## config.mk

```make
export PLATFORM = sky130hd
export DESIGN_NAME = fir_decim_sink_flat
export DESIGN_NICKNAME = d
export VERILOG_FILES = /design/src/rtl/fir_pkg.sv /design/src/rtl/fir_decim_sink_if.sv /design/src/rtl/fir_sample_fifo.sv /design/src/rtl/fir_decim_sink.sv /design/src/flat_wrapper.sv
export SDC_FILE = /design/constraint.sdc
export NUM_CORES = 1
export LEC_CHECK = 0
export ABC_AREA = 1
export CAP_MARGIN = 5
export CORE_ASPECT_RATIO = 0.7
export CORE_MARGIN = 2
export CORE_UTILIZATION = 48
export CTS_CLUSTER_DIAMETER = 40
export DETAILED_ROUTE_END_ITERATION = 16
export GPL_TIMING_DRIVEN = 1
export PLACE_DENSITY = 0.83
export SYNTH_ARGS = -nofsm -noshare
export SYNTH_HDL_FRONTEND = slang
export SYNTH_SLANG_ARGS = --single-unit
```

## constraint.sdc

```tcl
create_clock -name clk -period 1.8 [get_ports clk]
set_clock_uncertainty 0.05 [all_clocks]
set_input_delay 0.45 -clock clk [delete_from_list [all_inputs] [get_ports clk]]
set_output_delay 0.45 -clock clk [all_outputs]
set_load 0.01 [all_outputs]
```

## src/rtl/fir_pkg.sv

```systemverilog
// Shared constants and the rescale/saturate helper for the FIR output path.
package fir_pkg;

    localparam int FIR_IN_W      = 6;
    localparam int FIR_OUT_W     = 8;
    localparam int DEF_OUT_W     = 6;
    localparam int DEF_SHIFT     = 1;
    localparam int DEF_DECIM     = 5;
    localparam int DEF_DEPTH     = 4;

    // Arithmetic shift (floor) followed by clamp to a signed out_w range.
    function automatic int sat_shift(input int value, input int shift, input int out_w);
        int s;
        int hi;
        int lo;
        s  = value >>> shift;
        hi = (1 << (out_w - 1)) - 1;
        lo = -(1 << (out_w - 1));
        if (s > hi) begin
            return hi;
        end
        if (s < lo) begin
            return lo;
        end
        return s;
    endfunction

endpackage

```

## src/rtl/fir_decim_sink_if.sv

```systemverilog
// AXI-Stream style output channel of the decimating sink.
interface fir_decim_sink_if #(
    parameter int W = 6
);
    logic [W-1:0] tdata;
    logic         tvalid;
    logic         tready;

    modport master (output tdata, output tvalid, input tready);
    modport slave  (input tdata, input tvalid, output tready);
endinterface

```

## src/rtl/fir_sample_fifo.sv

```systemverilog
// Show-ahead synchronous FIFO; a push while full is accepted only alongside a pop.
module fir_sample_fifo #(
    parameter int W     = 6,
    parameter int DEPTH = 4
) (
    input  logic                   clk,
    input  logic                   reset,
    input  logic                   clr,
    input  logic                   push,
    input  logic [W-1:0]           din,
    input  logic                   pop,
    output logic [W-1:0]           dout,
    output logic                   full,
    output logic                   empty,
    output logic [$clog2(DEPTH):0] level
);
    localparam int AW = $clog2(DEPTH);

    logic [W-1:0]  mem_q [DEPTH];
    logic [AW-1:0] rd_ptr_q, rd_ptr_d;
    logic [AW-1:0] wr_ptr_q, wr_ptr_d;
    logic [AW:0]   cnt_q, cnt_d;
    logic          do_push;
    logic          do_pop;

    assign full    = (cnt_q == (AW+1)'(DEPTH));
    assign empty   = (cnt_q == '0);
    assign do_pop  = pop && !empty;
    assign do_push = push && (!full || do_pop);
    assign dout    = mem_q[rd_ptr_q];
    assign level   = cnt_q;

    always_comb begin
        rd_ptr_d = rd_ptr_q;
        wr_ptr_d = wr_ptr_q;
        cnt_d    = cnt_q;
        if (clr) begin
            rd_ptr_d = '0;
            wr_ptr_d = '0;
            cnt_d    = '0;
        end else begin
            if (do_push) begin
                wr_ptr_d = wr_ptr_q + 1'b1;
            end
            if (do_pop) begin
                rd_ptr_d = rd_ptr_q + 1'b1;
            end
            case ({do_push, do_pop})
                2'b10:   cnt_d = cnt_q + 1'b1;
                2'b01:   cnt_d = cnt_q - 1'b1;
                default: cnt_d = cnt_q;
            endcase
        end
    end

    always_ff @(posedge clk or negedge reset) begin
        if (!reset) begin
            rd_ptr_q <= '0;
            wr_ptr_q <= '0;
            cnt_q    <= '0;
        end else begin
            rd_ptr_q <= rd_ptr_d;
            wr_ptr_q <= wr_ptr_d;
            cnt_q    <= cnt_d;
        end
    end

    // Storage is deliberately unreset; the top masks the output while empty.
    always_ff @(posedge clk) begin
        if (!clr && do_push) begin
            mem_q[wr_ptr_q] <= din;
        end
    end

endmodule

```

## src/rtl/fir_decim_sink.sv

```systemverilog
// Decimates the FIR stream, rescales/saturates kept samples and queues them
// toward the output port; a full queue drops samples and raises a sticky flag.
module fir_decim_sink
    import fir_pkg::*;
#(
    parameter int IN_W  = FIR_OUT_W,
    parameter int OUT_W = DEF_OUT_W,
    parameter int SHIFT = DEF_SHIFT,
    parameter int DECIM = DEF_DECIM,
    parameter int DEPTH = DEF_DEPTH
) (
    input  logic                   clk,
    input  logic                   reset,
    input  logic signed [IN_W-1:0] fir_tdata,
    input  logic                   fir_tvalid,
    input  logic                   clr,
    fir_decim_sink_if.master       m_axis,
    output logic                   overflow,
    output logic [$clog2(DEPTH):0] level
);
    localparam int              PH_W    = (DECIM > 1) ? $clog2(DECIM) : 1;
    localparam logic [PH_W-1:0] PH_LAST = PH_W'(DECIM - 1);

    logic [PH_W-1:0]  ph_q, ph_d;
    logic             overflow_q, overflow_d;
    logic             keep;
    logic             pop;
    logic             fifo_full;
    logic             fifo_empty;
    logic [OUT_W-1:0] sample;
    logic [OUT_W-1:0] fifo_dout;

    assign keep   = fir_tvalid && (ph_q == PH_LAST);
    assign sample = OUT_W'(sat_shift(int'(fir_tdata), SHIFT, OUT_W));
    assign pop    = m_axis.tvalid && m_axis.tready;

    always_comb begin
        ph_d = ph_q;
        if (clr) begin
            ph_d = '0;
        end else if (fir_tvalid) begin
            ph_d = keep ? '0 : ph_q + 1'b1;
        end
    end

    // A keep into a full FIFO is lost unless the consumer frees a slot this cycle.
    always_comb begin
        overflow_d = overflow_q;
        if (clr) begin
            overflow_d = 1'b0;
        end else if (keep && fifo_full && !pop) begin
            overflow_d = 1'b1;
        end
    end

    always_ff @(posedge clk or negedge reset) begin
        if (!reset) begin
            ph_q       <= '0;
            overflow_q <= 1'b0;
        end else begin
            ph_q       <= ph_d;
            overflow_q <= overflow_d;
        end
    end

    fir_sample_fifo #(
        .W     (OUT_W),
        .DEPTH (DEPTH)
    ) u_fifo (
        .clk   (clk),
        .reset (reset),
        .clr   (clr),
        .push  (keep),
        .din   (sample),
        .pop   (pop),
        .dout  (fifo_dout),
        .full  (fifo_full),
        .empty (fifo_empty),
        .level (level)
    );

    assign m_axis.tvalid = !fifo_empty;
    assign m_axis.tdata  = fifo_empty ? '0 : fifo_dout;
    assign overflow      = overflow_q;

endmodule

```

## src/flat_wrapper.sv

```systemverilog
// flat-port wrapper written by rule: the top's interface ports become plain ports
module fir_decim_sink_flat import fir_pkg::*;
#(
    parameter int IN_W  = FIR_OUT_W,
    parameter int OUT_W = DEF_OUT_W,
    parameter int SHIFT = DEF_SHIFT,
    parameter int DECIM = DEF_DECIM,
    parameter int DEPTH = DEF_DEPTH
)
  (clk, reset, fir_tdata, fir_tvalid, clr, overflow, level, m_axis_tdata, m_axis_tvalid, m_axis_tready);
  fir_decim_sink_if #(.W(OUT_W)) m_axis_i ();
  input  logic clk;
  input  logic reset;
  input  logic signed [IN_W-1:0] fir_tdata;
  input  logic fir_tvalid;
  input  logic clr;
  output logic overflow;
  output logic [$clog2(DEPTH):0] level;
  output wire logic [$bits(m_axis_i.tdata)-1:0] m_axis_tdata;
  output wire logic [$bits(m_axis_i.tvalid)-1:0] m_axis_tvalid;
  input wire logic [$bits(m_axis_i.tready)-1:0] m_axis_tready;
  assign m_axis_tdata = m_axis_i.tdata;
  assign m_axis_tvalid = m_axis_i.tvalid;
  assign m_axis_i.tready = m_axis_tready;
  fir_decim_sink #(.IN_W(IN_W), .OUT_W(OUT_W), .SHIFT(SHIFT), .DECIM(DECIM), .DEPTH(DEPTH)) u_core (.clk(clk), .reset(reset), .fir_tdata(fir_tdata), .fir_tvalid(fir_tvalid), .clr(clr), .m_axis(m_axis_i), .overflow(overflow), .level(level));
endmodule
```

* Word-level counts from Yosys, hierarchy flattened *
Memory sizes are Yosys's and may differ from the RTL's.
Cells that the tools add are included.

operators by class
  multiplexer cells = 21
  reductions and logical operators = 18
  eq/ne operators = 4
  order comparisons = 2
  add/subtract/negate cells = 5

operators with widths
  cell                                                            count
  2-to-1 mux 6 bit                                                4
  2-to-1 mux 3 bit                                                4
  2-to-1 mux 2 bit                                                4
  nonzero test 2 bit                                              4
  greater-than comparator 7 x 6 -> 1 bit (second input constant)  1
  logical AND 1 bit                                               7
  less-than comparator 7 x 6 -> 1 bit (second input constant)     1
  2-to-1 mux 1 bit                                                7
  adder 3 x 1 -> 3 bit (second input constant)                    2
  equality test 3 bit (second input constant)                     2
  case mux 3 bit (2 select lines)                                 1
  2-to-1 mux 5 bit                                                1
  adder 2 x 1 -> 2 bit (second input constant)                    2
  logical NOT 1 bit                                               4
  logical NOT 3 bit                                               1
  nonzero test 3 bit                                              1
  subtractor 3 x 1 -> 3 bit (second input constant)               1
  equality test 2 x 1 -> 1 bit (second input constant)            1
  equality test 2 bit (second input constant)                     1
  logical OR 1 bit                                                1

word-level totals
  logic and storage cells = 56
  register bits after elaboration = 11
  bits of input ports = 13
  RAM bits = 24
  memories kept = 1
  output and inout bits = 11

memories
  name                 words  width  rd ports  clocked after memory_dff  write ports  line                   RTL
  u_core.u_fifo.mem_q  4      6      1         0                         1            fir_sample_fifo.sv:19  logic [W-1:0] mem_q [DEPTH];

* Logic depth before layout (Yosys ltp) *
  word-level depth = 9
  mapped depth = 12

* Hierarchy *
Synthesis repeated with hierarchy kept, for this count alone.

unflattened totals
  cell total of the unflattened synthesis = 177
  area, all modules = 1,737.9 um2

modules (own cells, without submodules)
  module           times used  area an instance (um2)  cells an instance
  fir_sample_fifo  1           1,403.8                 124
  fir_decim_sink   1           334.1                   53

* Least setup slack after synthesis *
Ideal clock, no wire load.

  kind = reg-to-reg
  start point = register u_core.ph_q[0]
  end point = register u_core.u_fifo.cnt_q[2] (netlist: u_core.u_fifo.level[2])
  path buffers = 0
  path slack = -85 ps
  arrival = 1,718 ps
  data required time = 1,633 ps
  period minus slack after synthesis = 1,885 ps
  cell stages (with the launch flop) = 13
  library setup time = 117 ps
  cells stage by stage = dfrtp_1 -> inv_1 -> ha_1 -> nand3_2 -> nand3_2 -> inv_1 -> fa_1 -> xnor2_1 -> inv_1 -> nand2_1 -> nand2_1 -> nand3_1 -> nand2_1

between the ends
  longest elaborated chain between the ends = 6
  elaborated cells between the ends (all ways) = 8
  classes of those cells = eq/ne: 3; mux: 2; reduce/logical: 3

RTL lines
  element                                                                     line                   RTL
  start, declared                                                             fir_decim_sink.sv:24   logic [PH_W-1:0] ph_q, ph_d;
  start signal, assigned                                                      fir_decim_sink.sv:61   ph_q <= ph_d;
  equality test 3 bit *                                                       fir_decim_sink.sv:33   assign keep = fir_tvalid && (ph_q == PH_LAST);
  logical AND 1 bit *                                                         fir_decim_sink.sv:33
  logical AND 1 bit *                                                         fir_sample_fifo.sv:29  assign do_push = push && (!full || do_pop);
  equality test 2 x 1 -> 1 bit / equality test 2 bit (equally long branches)  fir_sample_fifo.sv:48  case ({do_push, do_pop})
  case mux 3 bit (2 select lines)                                             fir_sample_fifo.sv:48
  2-to-1 mux 3 bit                                                            fir_sample_fifo.sv:37  if (clr) begin
  end signal, assigned                                                        fir_sample_fifo.sv:64  cnt_q <= cnt_d;
  end, declared                                                               fir_sample_fifo.sv:22  logic [AW:0] cnt_q, cnt_d;

Every way passes the cells marked *; elsewhere a longest branch is shown, timed or not.
A chain may end at the register's enable or synchronous reset.

* Worst setup path in the final report *
Same ends and word-level chain as after synthesis.

==> impl_metrics.toml <==
[run_status]
status = "complete, but fails checks"
violations = "setup timing"

[routing]
final_antenna_net_count = 0
dr_total_vias = 1422
first_pass_iters = 4
drt-initial-drc-count = 110
avgRoutedWirePerCell_um = 15.4
vias_per_cell = 5.27
routed_wl_um = 4160
post-route-drc-count = 0

[yosys]
synth_fp_nets = 190
yosysMostFrequentCell = "nor2_1"
ys_ff_latch = 35
synth_cell_types = 21
syn_avg_cell_area_um2 = 9.94
synth_warnings = 0
synth_largest_area_cell = "edfxtp_1"
netlist_area_um2 = 1690
synthArstFlopShare_pct = 31.4
synth_edf_count = 24
synthDominantCellAreaShare_pct = 42.6
synth_ff_type = "edfxtp_1"
synth.yosys.seq_area_share_pct = 58.9
ys_top_cells_by_count = "32 x nor2_1, 24 x edfxtp_1, 19 x o21ai_0, 18 x inv_1, 17 x nand2_1"
ys_top_cells_by_area = "edfxtp_1 43%, dfrtp_1 16%, nor2_1 7.1%, o21ai_0 5.6%, ha_1 4.4%"
postSynthCellCount = 170

[sta]
rsz0062_at_grt = "yes"
fmax_ghz = 0.529
min_period_ps = 1890
fin_crit_sh_pct = 105
finalMaxSlewViolations = 0
tns_ps = -223
maxSlewHeadroom_pct = 61.5
tightestPinTransition_ps = 576
hold_violations = 0
setup_ws_ps = -89.6
finalSetupViolations = 7

[clock_network]
worstSkewPairLatency_ps = 280
cts_tree = "built"
clkSinkCount = 35
cts.path.max_buffers = 2
cts_root_buf = "clkbuf_8"
htree_levels = 2
clk_pin_slew_worst_paths_ps = 70
cts_buffers = 5

[final_layout]
finalNetCount = 242
layout-drive-gt1-share_pct = 32.3
num_antenna_cells = 0
fin_util_pct = 71.9
final_area_um2 = 2340
stdcell_count = 270
area_growth_pct = 38.4

[floorplan]
start_util_pct = 51.9
die_area_um2 = 4020
die_x_um = 74.9
pin_count = 24
core_um2 = 3250
die_h_um = 53.7
rows = 17

[pwr]
p_seq_share_pct = 37.2
power.density_nw_per_um2 = 1090
p_int_mw = 1.68
switchingPower_uw = 882
total_power_mw = 2.56
switching_share_pct = 34.5
clkPwrFrac_pct = 20.6
leakagePower_nw = 0.980
comb_power_share_pct = 42.2
peakVddDrop_uv = 552

[job]
drv_cap = 0

[placement]
port_buffers = 22
gp_congestion = 0.786
place_inst = 259
dp_hpwl_um = 2850
placed_cell_area_um2 = 2180

[worst_setup_path]
path_delay_family = "adder cells"
crit_arrival_ps = 2010
cp.required_ps = 1920
slowest_stage = "dfrtp_1"
critPathBufInv = 3
start_kind = "flop"
path_max_fanout = 3
critPathMostFrequentCell = "nand2_1"
cp-end-kind = "flop"
cpPeakStageDelay_ps = 400
path_class = "reg2reg"
path_cells = "inv_2, ha_4, nand3_4, nand3_4, inv_2, fa_2, xnor2_2, inv_1, nand2_1, nand2_1, nand3_1, nand2_1"

[grt]
grt_pass1_wl_um = 6470
grt_max_degree = 14
grt_pass1_vias = 1443
overflow = 0
grtUsageTotal_pct = 22.7
antenna_found_initial = 0

[hold_path]
hp-class = "reg2reg"
worst register-to-register path, cell delays in order, from the launching register on:
cell     delay, ps
dfrtp_1        400
inv_2           90
ha_4           150
nand3_4         80
nand3_4         90
inv_2           50
fa_2           350
xnor2_2        170
inv_1           60
nand2_1         80
nand2_1         60
nand3_1         80
nand2_1         70
kinds of logic after synthesis:
logic type	synth area share, %
xor+xnor	0.518
compound gates	10.1
flops	58.9
fa+ha+maj	5.63
buf+inv	5.85
simple gates	19.0
stage by stage:
step / setup WS, ps / hold slack (ps)
6_report: -89.6 / 451
5_1_grt: -211 / 481
4_1_cts: -36.1 / 463
3_5_place_dp: -506 / 449
3_3_place_gp: -387 / 434
2_1_floorplan: 0.138 / 104
power groups by stage:
stage / combinational (mW) / clock [mW] / sequential, mW
finish: 1.08 / 0.527 / 0.951
CTS: 1.00 / 0.525 / 0.947
detailed placement: 0.980 / 0 / 0.981
global route: 1.16 / 0.560 / 0.956
floorplan: 0.446 / 0 / 0.994
global placement: 0.941 / 0 / 0.978
timing repair:
item | in CTS | in global routing
hold buffers | 0 | 0
setup buffers | 3 | 0
resized for setup | 50 | 24
gates cloned | 0 | 0
endpoints found under the setup margin | 14 | 12
pin swaps | 6 | 7
placed cells by master (no fill, tap or decap), types with 2 or more instances in the layout:
cell type	Yosys	routed
edfxtp_1	24	24
nor2_1	32	22
buf_4	1	22
nand2_1	17	17
o21ai_1	4	15
inv_1	18	14
a21oi_1	11	11
clkdlybuf4s50_1	0	10
dfrtp_1	11	8
nor2_2	0	7
o21ai_0	19	7
inv_2	3	6
nand3_1	6	6
buf_2	1	6
ha_1	6	5
clkbuf_8	0	5
nor2_4	1	4
nand3_2	6	4
dlygate4sd2_1	0	4
nand4_1	3	3
buf_6	0	3
dfrtp_2	0	3
nand3_4	0	2
buf_12	0	2
sequential cells by signal, indices dropped and copies added, names as in the netlist:
signal,count
u_core.overflow,1
u_core.ph_q,3
u_core.u_fifo.level,3
u_core.u_fifo.mem_q,24
u_core.u_fifo.rd_ptr_q,2
u_core.u_fifo.wr_ptr_q,2
worst paths after layout:
check / from / end / slack, ps / cells past startpoint
max: u_core.ph_q[0] / u_core.u_fifo.level[2] / -90 / 12
min: u_core.overflow / u_core.overflow / 450 / 2
max reg2reg: u_core.ph_q[0] / u_core.u_fifo.level[2] / -90 / 12
min reg2reg: u_core.overflow / u_core.overflow / 450 / 2
max in group asynchronous: reset / u_core.u_fifo.rd_ptr_q[0] / 800 / 1
min in group asynchronous: reset / u_core.u_fifo.level[2] / 480 / 1
layout make-up:
cell class	instances	area, µm²
clock buffers	6	72.6
clock inverters	2	8.76
fillers	213	915
inverters	21	91.3
multi-input cells	110	682
flip-flops and latches	35	1000
well taps	47	58.8
repair buffers	49	427
metal layers:
layer	wire, µm	share of wire [%]	up-vias	track usage (%)
li1	-	-	672	-
met2	2150	52	67	41.1
met5	0	0	-	0
met3	257	6.2	5	4.12
met4	53	1.3	0	9.23
met1	1700	41	678	27.0
Power figures use the tool's default switching activity.
